**src/rtl/relax_osc_pkg.sv**
```systemverilog
// relax_osc_pkg: shared definitions for the relaxation-oscillator frequency meter.
//   - state_e      : measurement FSM states (IDLE, COUNT, LATCH)
//   - DEF_*        : default values for the NUM_CH, CNT_W and GATE_W parameters
//   - sel_width()  : width of the channel-select port, never below 1 bit
package relax_osc_pkg;

    localparam int DEF_NUM_CH = 4;
    localparam int DEF_CNT_W  = 16;
    localparam int DEF_GATE_W = 20;

    typedef enum logic [1:0] {
        IDLE  = 2'd0,
        COUNT = 2'd1,
        LATCH = 2'd2
    } state_e;

    function automatic int sel_width(input int n);
        return (n > 1) ? $clog2(n) : 1;
    endfunction

endpackage

```
**src/rtl/relax_osc_edge_sync.sv**
```systemverilog
// relax_osc_edge_sync: brings one asynchronous oscillator output into the clk
// domain through a 2-flop synchroniser and emits a one-cycle pulse on each
// synchronised rising edge.
//   clk     : sole clock
//   rst     : synchronous active-high reset, clears all flops
//   osc_i   : asynchronous oscillator input
//   pulse_o : high for one cycle per rising edge (synced 1, previous synced 0)
module relax_osc_edge_sync (
    input  logic clk,
    input  logic rst,
    input  logic osc_i,
    output logic pulse_o
);

    logic [1:0] sync_q;
    logic       prev_q;

    always_ff @(posedge clk) begin
        if (rst) begin
            sync_q <= 2'b00;
            prev_q <= 1'b0;
        end else begin
            sync_q <= {sync_q[0], osc_i};
            prev_q <= sync_q[1];
        end
    end

    assign pulse_o = sync_q[1] & ~prev_q;

endmodule

```
**src/rtl/relax_osc_meter.sv**
```systemverilog
// relax_osc_meter: counts rising edges of NUM_CH relaxation oscillators over a
// programmable window of gate_cycles clk cycles and latches the counts.
//   clk, rst    : clock and synchronous active-high reset
//   osc_in      : asynchronous oscillator outputs, one bit per channel
//   gate_cycles : window length, sampled when start is accepted
//   start       : one-cycle measurement request, ignored while busy
//   sel         : channel shown on count_out (out-of-range selects read 0)
//   busy        : window open (COUNT or LATCH)
//   done        : one-cycle pulse when new results are latched
//   count_out   : registered result of channel sel
//   ovf         : per-channel saturation flags, present only when the macro
//                 RELAX_OSC_METER_OVERFLOW_EN is defined
module relax_osc_meter
    import relax_osc_pkg::*;
#(
    parameter int NUM_CH = DEF_NUM_CH,
    parameter int CNT_W  = DEF_CNT_W,
    parameter int GATE_W = DEF_GATE_W,
    parameter int SEL_W  = sel_width(NUM_CH)
) (
    input  logic              clk,
    input  logic              rst,
    input  logic [NUM_CH-1:0] osc_in,
    input  logic [GATE_W-1:0] gate_cycles,
    input  logic              start,
    input  logic [SEL_W-1:0]  sel,
    output logic              busy,
    output logic              done,
    output logic [CNT_W-1:0]  count_out
`ifdef RELAX_OSC_METER_OVERFLOW_EN
    ,
    output logic [NUM_CH-1:0] ovf
`endif
);

    localparam logic [CNT_W-1:0] CNT_MAX = '1;

    state_e            state_q, state_d;
    logic [GATE_W-1:0] gate_q, gate_d;
    logic              clear_cnt, count_en, latch_en;
    logic              done_q;
    logic [CNT_W-1:0]  count_out_q, count_out_d;
    logic [CNT_W-1:0]  res_all [NUM_CH];

    // ---------------- FSM ----------------
    always_ff @(posedge clk) begin
        if (rst) begin
            state_q <= IDLE;
            gate_q  <= '0;
            done_q  <= 1'b0;
        end else begin
            state_q <= state_d;
            gate_q  <= gate_d;
            done_q  <= latch_en;
        end
    end

    always_comb begin
        state_d   = state_q;
        gate_d    = gate_q;
        clear_cnt = 1'b0;
        count_en  = 1'b0;
        latch_en  = 1'b0;
        case (state_q)
            IDLE: begin
                if (start) begin
                    gate_d    = gate_cycles;
                    clear_cnt = 1'b1;
                    // A zero-length window skips COUNT and latches the cleared counters.
                    state_d   = (gate_cycles == '0) ? LATCH : COUNT;
                end
            end
            COUNT: begin
                count_en = 1'b1;
                gate_d   = gate_q - GATE_W'(1);
                if (gate_q == GATE_W'(1)) state_d = LATCH;
            end
            LATCH: begin
                latch_en = 1'b1;
                state_d  = IDLE;
            end
            // The unused encoding falls back to IDLE so a glitch cannot wedge the FSM.
            default: state_d = IDLE;
        endcase
    end

    assign busy = (state_q == COUNT) || (state_q == LATCH);
    assign done = done_q;

    // ---------------- per-channel datapath ----------------
`ifdef RELAX_OSC_METER_OVERFLOW_EN
    logic [NUM_CH-1:0] ovf_all;
    assign ovf = ovf_all;
`endif

    for (genvar gi = 0; gi < NUM_CH; gi++) begin : g_ch
        logic             pulse;
        logic [CNT_W-1:0] cnt_q;
        logic [CNT_W-1:0] res_q;

        relax_osc_edge_sync u_sync (
            .clk     (clk),
            .rst     (rst),
            .osc_i   (osc_in[gi]),
            .pulse_o (pulse)
        );

        // Saturating edge counter: an edge arriving at full scale is dropped.
        always_ff @(posedge clk) begin
            if (rst || clear_cnt) begin
                cnt_q <= '0;
            end else if (count_en && pulse && (cnt_q != CNT_MAX)) begin
                cnt_q <= cnt_q + CNT_W'(1);
            end
        end

        always_ff @(posedge clk) begin
            if (rst) begin
                res_q <= '0;
            end else if (latch_en) begin
                res_q <= cnt_q;
            end
        end

        assign res_all[gi] = res_q;

`ifdef RELAX_OSC_METER_OVERFLOW_EN
        // sat_q remembers that an edge was dropped in this window; ovf_q
        // publishes it alongside the results.
        logic sat_q;
        logic ovf_q;

        always_ff @(posedge clk) begin
            if (rst || clear_cnt) begin
                sat_q <= 1'b0;
            end else if (count_en && pulse && (cnt_q == CNT_MAX)) begin
                sat_q <= 1'b1;
            end
        end

        always_ff @(posedge clk) begin
            if (rst) begin
                ovf_q <= 1'b0;
            end else if (latch_en) begin
                ovf_q <= sat_q;
            end
        end

        assign ovf_all[gi] = ovf_q;
`endif
    end

    // ---------------- result readout ----------------
    always_comb begin
        count_out_d = '0;
        for (int i = 0; i < NUM_CH; i++) begin
            if (sel == SEL_W'(i)) count_out_d = res_all[i];
        end
    end

    always_ff @(posedge clk) begin
        if (rst) begin
            count_out_q <= '0;
        end else begin
            count_out_q <= count_out_d;
        end
    end

    assign count_out = count_out_q;

endmodule

```
**config.mk**
```make
export PLATFORM = sky130hd
export DESIGN_NAME = relax_osc_meter
export DESIGN_NICKNAME = d
export VERILOG_FILES = /design/src/rtl/relax_osc_pkg.sv /design/src/rtl/relax_osc_edge_sync.sv /design/src/rtl/relax_osc_meter.sv
export SDC_FILE = /design/constraint.sdc
export NUM_CORES = 1
export LEC_CHECK = 0
export CAP_MARGIN = 20
export CORE_ASPECT_RATIO = 2
export CORE_MARGIN = 3
export CORE_UTILIZATION = 65
export CTS_BUF_LIST = sky130_fd_sc_hd__clkbuf_8
export CTS_CLUSTER_DIAMETER = 120
export DETAILED_ROUTE_END_ITERATION = 8
export DONT_BUFFER_PORTS = 1
export PLACE_DENSITY = 0.81
export RECOVER_POWER = 100
export SLEW_MARGIN = 20
export SYNTH_ARGS = -nofsm -noshare
export SYNTH_HDL_FRONTEND = slang
export SYNTH_SLANG_ARGS = --single-unit
```
**constraint.sdc**
```tcl
create_clock -name clk -period 2.7 [get_ports clk]
set_input_delay 0.54 -clock clk [delete_from_list [all_inputs] [get_ports clk]]
set_output_delay 0.54 -clock clk [all_outputs]
set_load 0.01 [all_outputs]
```
==> results_dict.tcl, run 1 <==
set metrics [dict create \
    outcome "finished clean" \
    setup_viol 0 \
    slew_headroom_pct 31.01 \
    hp-class "input pin to flip-flop" \
    remaining_drc_errors 0 \
    grt_max_degree 121 \
    fin_skew_ns 0.01412 \
    io_buffers 0 \
    wl_per_cell_um 20.41 \
    holdPathEnd "done" \
    synth_edf_count 0 \
    yosysUniqueCellTypes 62 \
    yosysTopAreaCell "dfxtp_1" \
    vdd_ir_drop_max_mv 0.4469 \
    p_leak_uw 0.002898 \
    nets 868 \
    rows 56 \
    initial_core_util_pct 66.86 \
    finalInstanceArea_um2 8481 \
    cts.hold.buffers_added 0 \
    crit_type "flip-flop to flip-flop" \
    critPathRequiredTime_ns 3.05 \
    grtUsageTotal_pct 30.18 \
    dieArea_um2 13620 \
    dp.cells 956 \
    min_path_cells 1 \
    cp_slowest_cell "dfxtp_1" \
    syn-cell-area_um2 7918 \
    syn2layout_area_growth_pct 7.111 \
    r2r-start "state_q[1]" \
    hold_viol 0 \
    fin_tns_setup_ns 0 \
    nFillCells 906 \
    rsz0062_at_grt "no" \
    yosysTopAreaCellShare_pct 45.26 \
    post_cts.repair.setup_buffers 0 \
    cts_resized 0 \
    maxCapViolCount 0 \
    finalCritPeriodShare_pct 89.49 \
    htreeDepth 4 \
    cpPeakStageDelay_ns 0.41 \
    crit_arrival_ns 2.76 \
    synthCells 840 \
    crit_fanout 20 \
    cts_buffer_depth 2 \
    ant_nets 0 \
    rr_worst_depth 9 \
    place_congestion 0.9930 \
    max_freq_mhz 413.9 \
    cts_buffers 17 \
    n_antenna_cell 0 \
    antenna_found_initial 0 \
    clk_latency_ns 0.46 \
    regArea_um2 3583 \
    avgSynthCellArea_um2 9.426 \
    ios 47 \
    layout_setup_ws_ns 0.2838 \
    syn_nets 878 \
    grt_pass1_wl_um 32130 \
    chipWidth_um 84.04 \
    cts_tree "built" \
    core_um2 11840 \
    slew_viol_final 0 \
    critPathBufInv 4 \
    seq_area_frac_synth_pct 45.26 \
    synth_ff_type "dfxtp_1" \
    grt_pass1_vias 6281 \
    overflow 0 \
    multi_input_area_um2 4105 \
    hpwlAfterDp_um 14890 \
    yosysWarnings 0 \
    synthTopCellsByArea "dfxtp_1, mux2i_1, nor2_1" \
    worstMarginPinSlew_ns 1.025 \
    reg2reg_slack_ns 0.28 \
    cts_sinks 179 \
    drt_iter0_drc 365 \
    rr_endpoint "gate_q[6]" \
    post-route-min-period_ns 2.416 \
    drive_gt1_share_pct 8.066 \
    dpl_cell_area_um2 8060 \
    worstPathCellList "inv_1 > ha_1 > buf_4 > clkbuf_2 > o21ai_0 > clkbuf_1 > a21oi_1 > o22ai_1 > nor2_1" \
    cp-end-kind "flip-flop" \
    cp-start-kind "flip-flop" \
    num_vias 6252 \
    clkTransAtPathRegs_ns 0.09 \
    whs_ns 0.1705 \
    critPathLaunch "state_q[1]" \
    dieHeight_um 162.1 \
    pre_cts_ws_ns 0.5619 \
    clockRootBuffer "clkbuf_8" \
    via_per_inst 6.328 \
    worstHoldStart "rst" \
    dr.pass1.iters 5 \
    fin_cells 988 \
    p_per_area_nw_per_um2 684.3 \
    synth_seq_cells 179 \
    async_reset_ff_share_pct 0 \
    routed_wl_um 20170 \
    crit_family "buffers and inverters" \
]
Yosys cell counts, types with 14 or more instances:
library cell	count
dfxtp_1	179
nor2_1	133
mux2i_1	67
nand2_1	38
nor2b_1	36
nand3_1	31
a21oi_1	29
o21ai_0	27
clkbuf_1	26
xor2_1	24
xnor2_1	19
nor3_1	17
mux4_2	16
nand4_1	15
inv_1	14
cells in the final DEF (no fill, tap or decap), types with 4 or more instances in the layout:
cell       netlist  routed
o211ai_1         9       9
nor3_1          17      17
nor4_1          13      14
and3_1           8       8
nand3_1         31      32
buf_4            1       8
xnor2_1         19      19
dfxtp_1        179     179
ha_1             9       8
and2_1           4       4
mux2i_1         67      67
or3_1            8       8
o21a_1           4       4
nand2_1         38      38
inv_1           14      16
xor2_1          24      24
inv_6            0       4
clkbuf_8         0      17
nand3b_1         5       5
a211oi_1         9       9
nor2_1         133     133
nand4b_1         5       5
or4_1            8       8
a31oi_1          5       5
bufinv_16        0       5
nand4_1         15      15
mux4_2          16      16
and4_1           9       9
nor2b_1         36      36
a21oi_1         29      29
o21ai_0         27      32
logic make-up after synthesis:
group	Yosys count	synth area share (%)
AO/OA/AOI/OAI	116	9.371
XOR/XNOR	43	4.757
adder cells (fa/ha/maj)	9	1.422
buffers and inverters	56	2.734
flip-flops	179	45.26
multiplexers	83	13.02
AND/OR/NAND/NOR	354	23.44
layer usage:
layer  share of wire [%]  wire length (µm)  track usage (%)  up-vias
met3                 4.7               945            5.888       71
met4                 6.0              1209            17.86        0
li1                    -                 -                -     2986
met2                  55             11010            55.97      216
met5                   0                 0                0        -
met1                  35              7002            30.49     2979
cell type report:
class / instances / share of cell area [%]
Multi-Input combinational cell: 605 / 48.41
Inverter: 14 / 0.6197
Sequential cell: 179 / 42.25
Tap cell: 145 / 2.139
Clock inverter: 15 / 2.685
Timing Repair Buffer: 13 / 1.136
Clock buffer: 17 / 2.759
flip-flops by register name (all words and copies together) (netlist names):
signal / cells
g_ch.res_q: 64
state_q: 2
g_ch.cnt_q: 64
gate_q: 20
g_ch.u_sync.sync_q: 8
g_ch.u_sync.prev_q: 4
count_out: 16
done: 1
worst register-to-register path: stages, from the launching register on:
cell and delay [ns]:
dfxtp_1 0.41, inv_1 0.08, ha_1 0.24, buf_4 0.21
clkbuf_2 0.30, o21ai_0 0.40, clkbuf_1 0.37, a21oi_1 0.08
o22ai_1 0.17, nor2_1 0.05
worst max-delay path by stage:
stage,slack [ns],endpoint,depth (start not counted)
6_report,0.28,gate_q[6],9
5_1_grt,0.18,gate_q[6],9
4_1_cts,0.51,gate_q[6],7
3_5_place_dp,0.56,gate_q[6],7
3_3_place_gp,0.59,gate_q[6],7
2_1_floorplan,0.66,g_ch[3].cnt_q[15],9
metrics by stage:
step           power [µW]  util, %
2_1_floorplan        3518        -
3_3_place_gp         3770    68.07
3_5_place_dp         3782    68.07
4_1_cts              5861    71.97
5_1_grt              6026    71.62
6_report             5803    71.62
power breakdown:
part	internal, µW	switching (µW)	total (µW)
clock network	1120	978	2100
registers	2720	103	2820
logic	334	554	888
(Power assumes the default switching activity.)
==> run 2, diff against run 1 <==
PLACE_DENSITY = 0.8   (was 0.81)
RECOVER_POWER = 25   (was 100)
==> results_dict.tcl, run 2 (synthesis results as in run 1) <==
set metrics [dict create \
    outcome "complete, but fails checks" \
    violations "design-rule violations" \
    p_clk_share_pct 31.9 \
    layout_setup_ws_ns 0.4252 \
    p_per_area_nw_per_um2 652.7 \
    setup_viol 0 \
    hp-class "input pin to flip-flop" \
    cp-end-kind "flip-flop" \
    cts_tree "built" \
    place_congestion 1.009 \
    pre_cts_ws_ns 0.5244 \
    crit_arrival_ns 2.61 \
    final_cell_mix "dfxtp_1, nor2_1, mux2i_1" \
    antenna_found_initial 0 \
    p_leak_uw 0.002871 \
    fin_cells 987 \
    dr.pass1.iters 9 \
    grtUsageTotal_pct 30.70 \
    fin_tns_setup_ns 0 \
    drt_iter0_drc 418 \
    grt_max_degree 121 \
    nets 867 \
    finalCritPeriodShare_pct 84.25 \
    maxCapViolCount 0 \
    slew_headroom_pct 23.48 \
    cts_buffer_depth 2 \
    drive_gt1_share_pct 8.670 \
    num_vias 6319 \
    dieHeight_um 162.1 \
    cts.hold.buffers_added 0 \
    p_seq_share_pct 51.2 \
    dp.cells 955 \
    critPathRequiredTime_ns 3.04 \
    chipWidth_um 84.04 \
    ant_nets 0 \
    p_comb_share_pct 16.9 \
    fin_skew_ns 0.01470 \
    p_sw_uw 1626 \
    worstPathCellList "inv_1 > ha_1 > buf_12 > nand3b_1 > or3_1 > a211oi_1 > xnor2_1 > nor2_1" \
    clk_latency_ns 0.45 \
    p_int_uw 3880 \
    cts_resized 0 \
    grt_pass1_vias 6319 \
    cts_sinks 179 \
    n_antenna_cell 0 \
    reg2reg_slack_ns 0.43 \
    dieArea_um2 13620 \
    post_cts.repair.setup_buffers 0 \
    clockRootBuffer "clkbuf_8" \
    routed_wl_um 20560 \
    cp_slowest_cell "or3_1" \
    cts_buffers 17 \
    ios 47 \
    overflow 0 \
    final_common_cell "dfxtp_1" \
    top_regs "g_ch.cnt_q (64), g_ch.res_q (64), gate_q (20)" \
    nFillCells 919 \
    rows 56 \
    hold_viol 0 \
    post-route-min-period_ns 2.275 \
    initial_core_util_pct 66.86 \
    rsz0062_at_grt "no" \
    cpPeakStageDelay_ns 0.42 \
    core_um2 11840 \
    crit_fanout 45 \
    vdd_ir_drop_max_mv 0.5552 \
    grt_pass1_wl_um 32690 \
    crit_type "flip-flop to flip-flop" \
    hpwlAfterDp_um 14890 \
    max_freq_mhz 439.6 \
    swShare_pct 29.53 \
    regArea_um2 3583 \
    slew_viol_final 0 \
    htreeDepth 4 \
    io_buffers 0 \
    remaining_drc_errors 2 \
    clkTransAtPathRegs_ns 0.10 \
    syn2layout_area_growth_pct 6.542 \
    via_per_inst 6.402 \
    multi_input_area_um2 4123 \
    worstMarginPinSlew_ns 1.148 \
    cp-start-kind "flip-flop" \
    wl_per_cell_um 20.83 \
]
[run 2: changes by cell type in the layout (fill, tap and decap cells not counted), sizes merged]
| cell | before | now |
|---|---|---|
| clkbuf | 21 | 20 |
| buf | 9 | 12 |
| bufinv | 5 | 1 |
| clkinv | 1 | 7 |
| inv | 22 | 17 |
[run 2: area by class of cell]
type,instances,area share (%)
inverter,14,0.6230
timing repair buffer,12,1.365
clock inverter,12,1.246
multi-input combinational,605,48.87
clock buffer,20,3.263
sequential,179,42.48
tap,145,2.151
[run 2: path summary, 6_finish.rpt]
check,endpoint,cells after the start,start
setup / recovery,g_ch[1].cnt_q[7],8,state_q[1]
hold / removal,gate_q[14],1,rst
setup reg to reg,g_ch[1].cnt_q[7],8,state_q[1]
hold reg to reg,g_ch[2].u_sync.sync_q[1],1,g_ch[2].u_sync.sync_q[0]
[run 2: power groups by stage]
stage               sequential, µW  combinational [µW]  clock [µW]
floorplan                     2850                 670           0
global placement              2870                 905           0
detailed placement            2880                 918           0
CTS                           2820                 920        1790
global route                  2830                 998        1870
finish                        2820                 929        1760
[run 2: routing by layer]
| metal | part of all wire [%] | track usage, % | vias to the layer above |
|---|---|---|---|
| met2 | 53 | 56.58 | 234 |
| li1 | - | - | 2983 |
| met1 | 36 | 31.44 | 3024 |
| met5 | 0 | 0 | - |
| met3 | 4.7 | 5.736 | 78 |
| met4 | 6.1 | 18.30 | 0 |
[run 2: through the flow]
step                instance area, µm²  power [µW]  hold WS (ns)  util (%)
floorplan                         7918        3518        0.4138         -
global route                      8436        5704        0.1254     71.24
finish                            8436        5506        0.1527     71.24
global placement                  8065        3776        0.4287     68.11
CTS                               8446        5525        0.1300     71.32
detailed placement                8065        3796        0.4361     68.11
[run 2: worst max-delay path, delay by kind of cell, from the launching register on]
family,cells,cell delay (ns)
xor+xnor,1,0.18
compound gates,1,0.35
fa+ha+maj,1,0.26
buf+inv,2,0.35
flops,1,0.34
simple gates,3,0.64
==> run 3, diff against run 2 <==
clock period = 2.32 ns   (was 2.7 ns; I/O delays follow)
==> results_dict.tcl, run 3 (synthesis results as in run 1) <==
set metrics [dict create \
    crit_type "flip-flop to flip-flop" \
    slew_viol_final 0 \
    ios 47 \
    core_um2 11840 \
    maxCapViolCount 0 \
    crit_path_end "g_ch[3].cnt_q[15]" \
    drt_iter0_drc 418 \
    clockRootBuffer "clkbuf_8" \
    vdd_ir_drop_max_mv 0.7539 \
    antenna_found_initial 0 \
    final_common_cell "dfxtp_1" \
    rsz0062_at_grt "no" \
    clkTransAtPathRegs_ns 0.09 \
    reg2reg_slack_ns 0.12 \
    grtUsageTotal_pct 31.12 \
    max_freq_mhz 454.6 \
    hpwlAfterDp_um 14960 \
    finalInstanceArea_um2 8608 \
    critPathRequiredTime_ns 2.70 \
    cts_tree "built" \
    drive_gt1_share_pct 10.00 \
    dieHeight_um 162.1 \
    syn2layout_area_growth_pct 8.723 \
    rr_endpoint "g_ch[3].cnt_q[15]" \
    p_leak_uw 0.002946 \
    top_regs "g_ch.cnt_q (64), g_ch.res_q (64), gate_q (20)" \
    post_cts.repair.setup_buffers 0 \
    crit_fanout 5 \
    place_congestion 0.9952 \
    cts_sinks 179 \
    post-route-min-period_ns 2.200 \
    rr_worst_depth 7 \
    hold_viol 0 \
    worstMarginPinSlew_ns 0.8183 \
    grt_max_degree 121 \
    via_per_inst 6.418 \
    cp-end-kind "flip-flop" \
    cts_resized 0 \
    setup_viol 0 \
    cts.hold.buffers_added 0 \
    cp-start-kind "flip-flop" \
    num_vias 6386 \
    io_buffers 0 \
    cts_buffers 17 \
    cts_buffer_depth 2 \
    dieArea_um2 13620 \
    htreeDepth 4 \
    clk_latency_ns 0.46 \
    rows 56 \
    critPathLaunch "state_q[1]" \
    outcome "finished clean" \
    grt_pass1_wl_um 33110 \
    dpl_cell_area_um2 8150 \
    fin_tns_setup_ns 0 \
    initial_core_util_pct 66.86 \
    remaining_drc_errors 0 \
    dp.cells 963 \
    slew_headroom_pct 45.45 \
    final_cell_mix "dfxtp_1, nor2_1, mux2i_1" \
    routed_wl_um 21050 \
    hp-class "input pin to flip-flop" \
    nets 876 \
    finalCritPeriodShare_pct 94.81 \
    crit_arrival_ns 2.58 \
    grt_pass1_vias 6236 \
    fin_skew_ns 0.01434 \
    r2r-start "state_q[1]" \
    ant_nets 0 \
    overflow 0 \
    n_antenna_cell 0 \
    fin_cells 995 \
    dr.pass1.iters 5 \
    chipWidth_um 84.04 \
    final_util_pct 72.70 \
    p_per_area_nw_per_um2 786.1 \
    wl_per_cell_um 21.16 \
]
-- run 3: changes by cell type in the layout (fill, tap and decap cells not counted), moves of 2 or more --
cell       previous run  this run
bufinv_16             1         3
buf_4                10        16
buf_12                2         4
clkinv_2              4         0
-- run 3: worst max-delay path: stages, from the launching register on --
cell and delay (ns):
dfxtp_1 0.34, inv_1 0.08, ha_2 0.29, and3b_4 0.24, nand3_4 0.10, or4_4 0.48, or4_1 0.41, a21oi_1 0.18
-- run 3: power by group --
part           switching (µW)  internal [µW]
combinational             702            476
sequential                111           3160
clock                    1170           1140
total                    1990           4780
-- run 3: worst min-delay path by stage --
stage	startpoint	end	cells after the start
6_report	rst	gate_q[18]	1
5_1_grt	rst	gate_q[18]	1
4_1_cts	rst	gate_q[14]	1
3_5_place_dp	g_ch[2].u_sync.sync_q[0]	g_ch[2].u_sync.sync_q[1]	1
3_3_place_gp	g_ch[2].u_sync.sync_q[0]	g_ch[2].u_sync.sync_q[1]	1
2_1_floorplan	g_ch[0].u_sync.sync_q[0]	g_ch[0].u_sync.sync_q[1]	1
-- run 3: per-stage QoR --
stage / hold slack [ns] / setup WS [ns] / total power [µW]
3_3_place_gp: 0.4275 / 0.2259 / 4463
5_1_grt: 0.05449 / 0.03030 / 6985
4_1_cts: 0.05892 / 0.09303 / 6729
6_report: 0.06870 / 0.1204 / 6767
3_5_place_dp: 0.4236 / 0.1632 / 4465
2_1_floorplan: 0.4138 / 0.2808 / 4094
-- run 3: final cells by class --
type	instances	area [µm²]
inverter	14	52.55
fill	883	3233
tap	145	181.4
clock buffer	19	261.5
multi-input combinational	605	4134
timing repair buffer	21	225.2
sequential	179	3583
clock inverter	12	170.2
-- run 3: metal layers --
| layer | track usage (%) | wire length, µm | vias to the layer above |
|---|---|---|---|
| li1 | - | - | 3006 |
| met1 | 32.29 | 7504 | 3093 |
| met2 | 59.60 | 11840 | 238 |
| met3 | 5.330 | 920 | 49 |
| met4 | 13.76 | 782 | 0 |
| met5 | 0 | 0 | - |
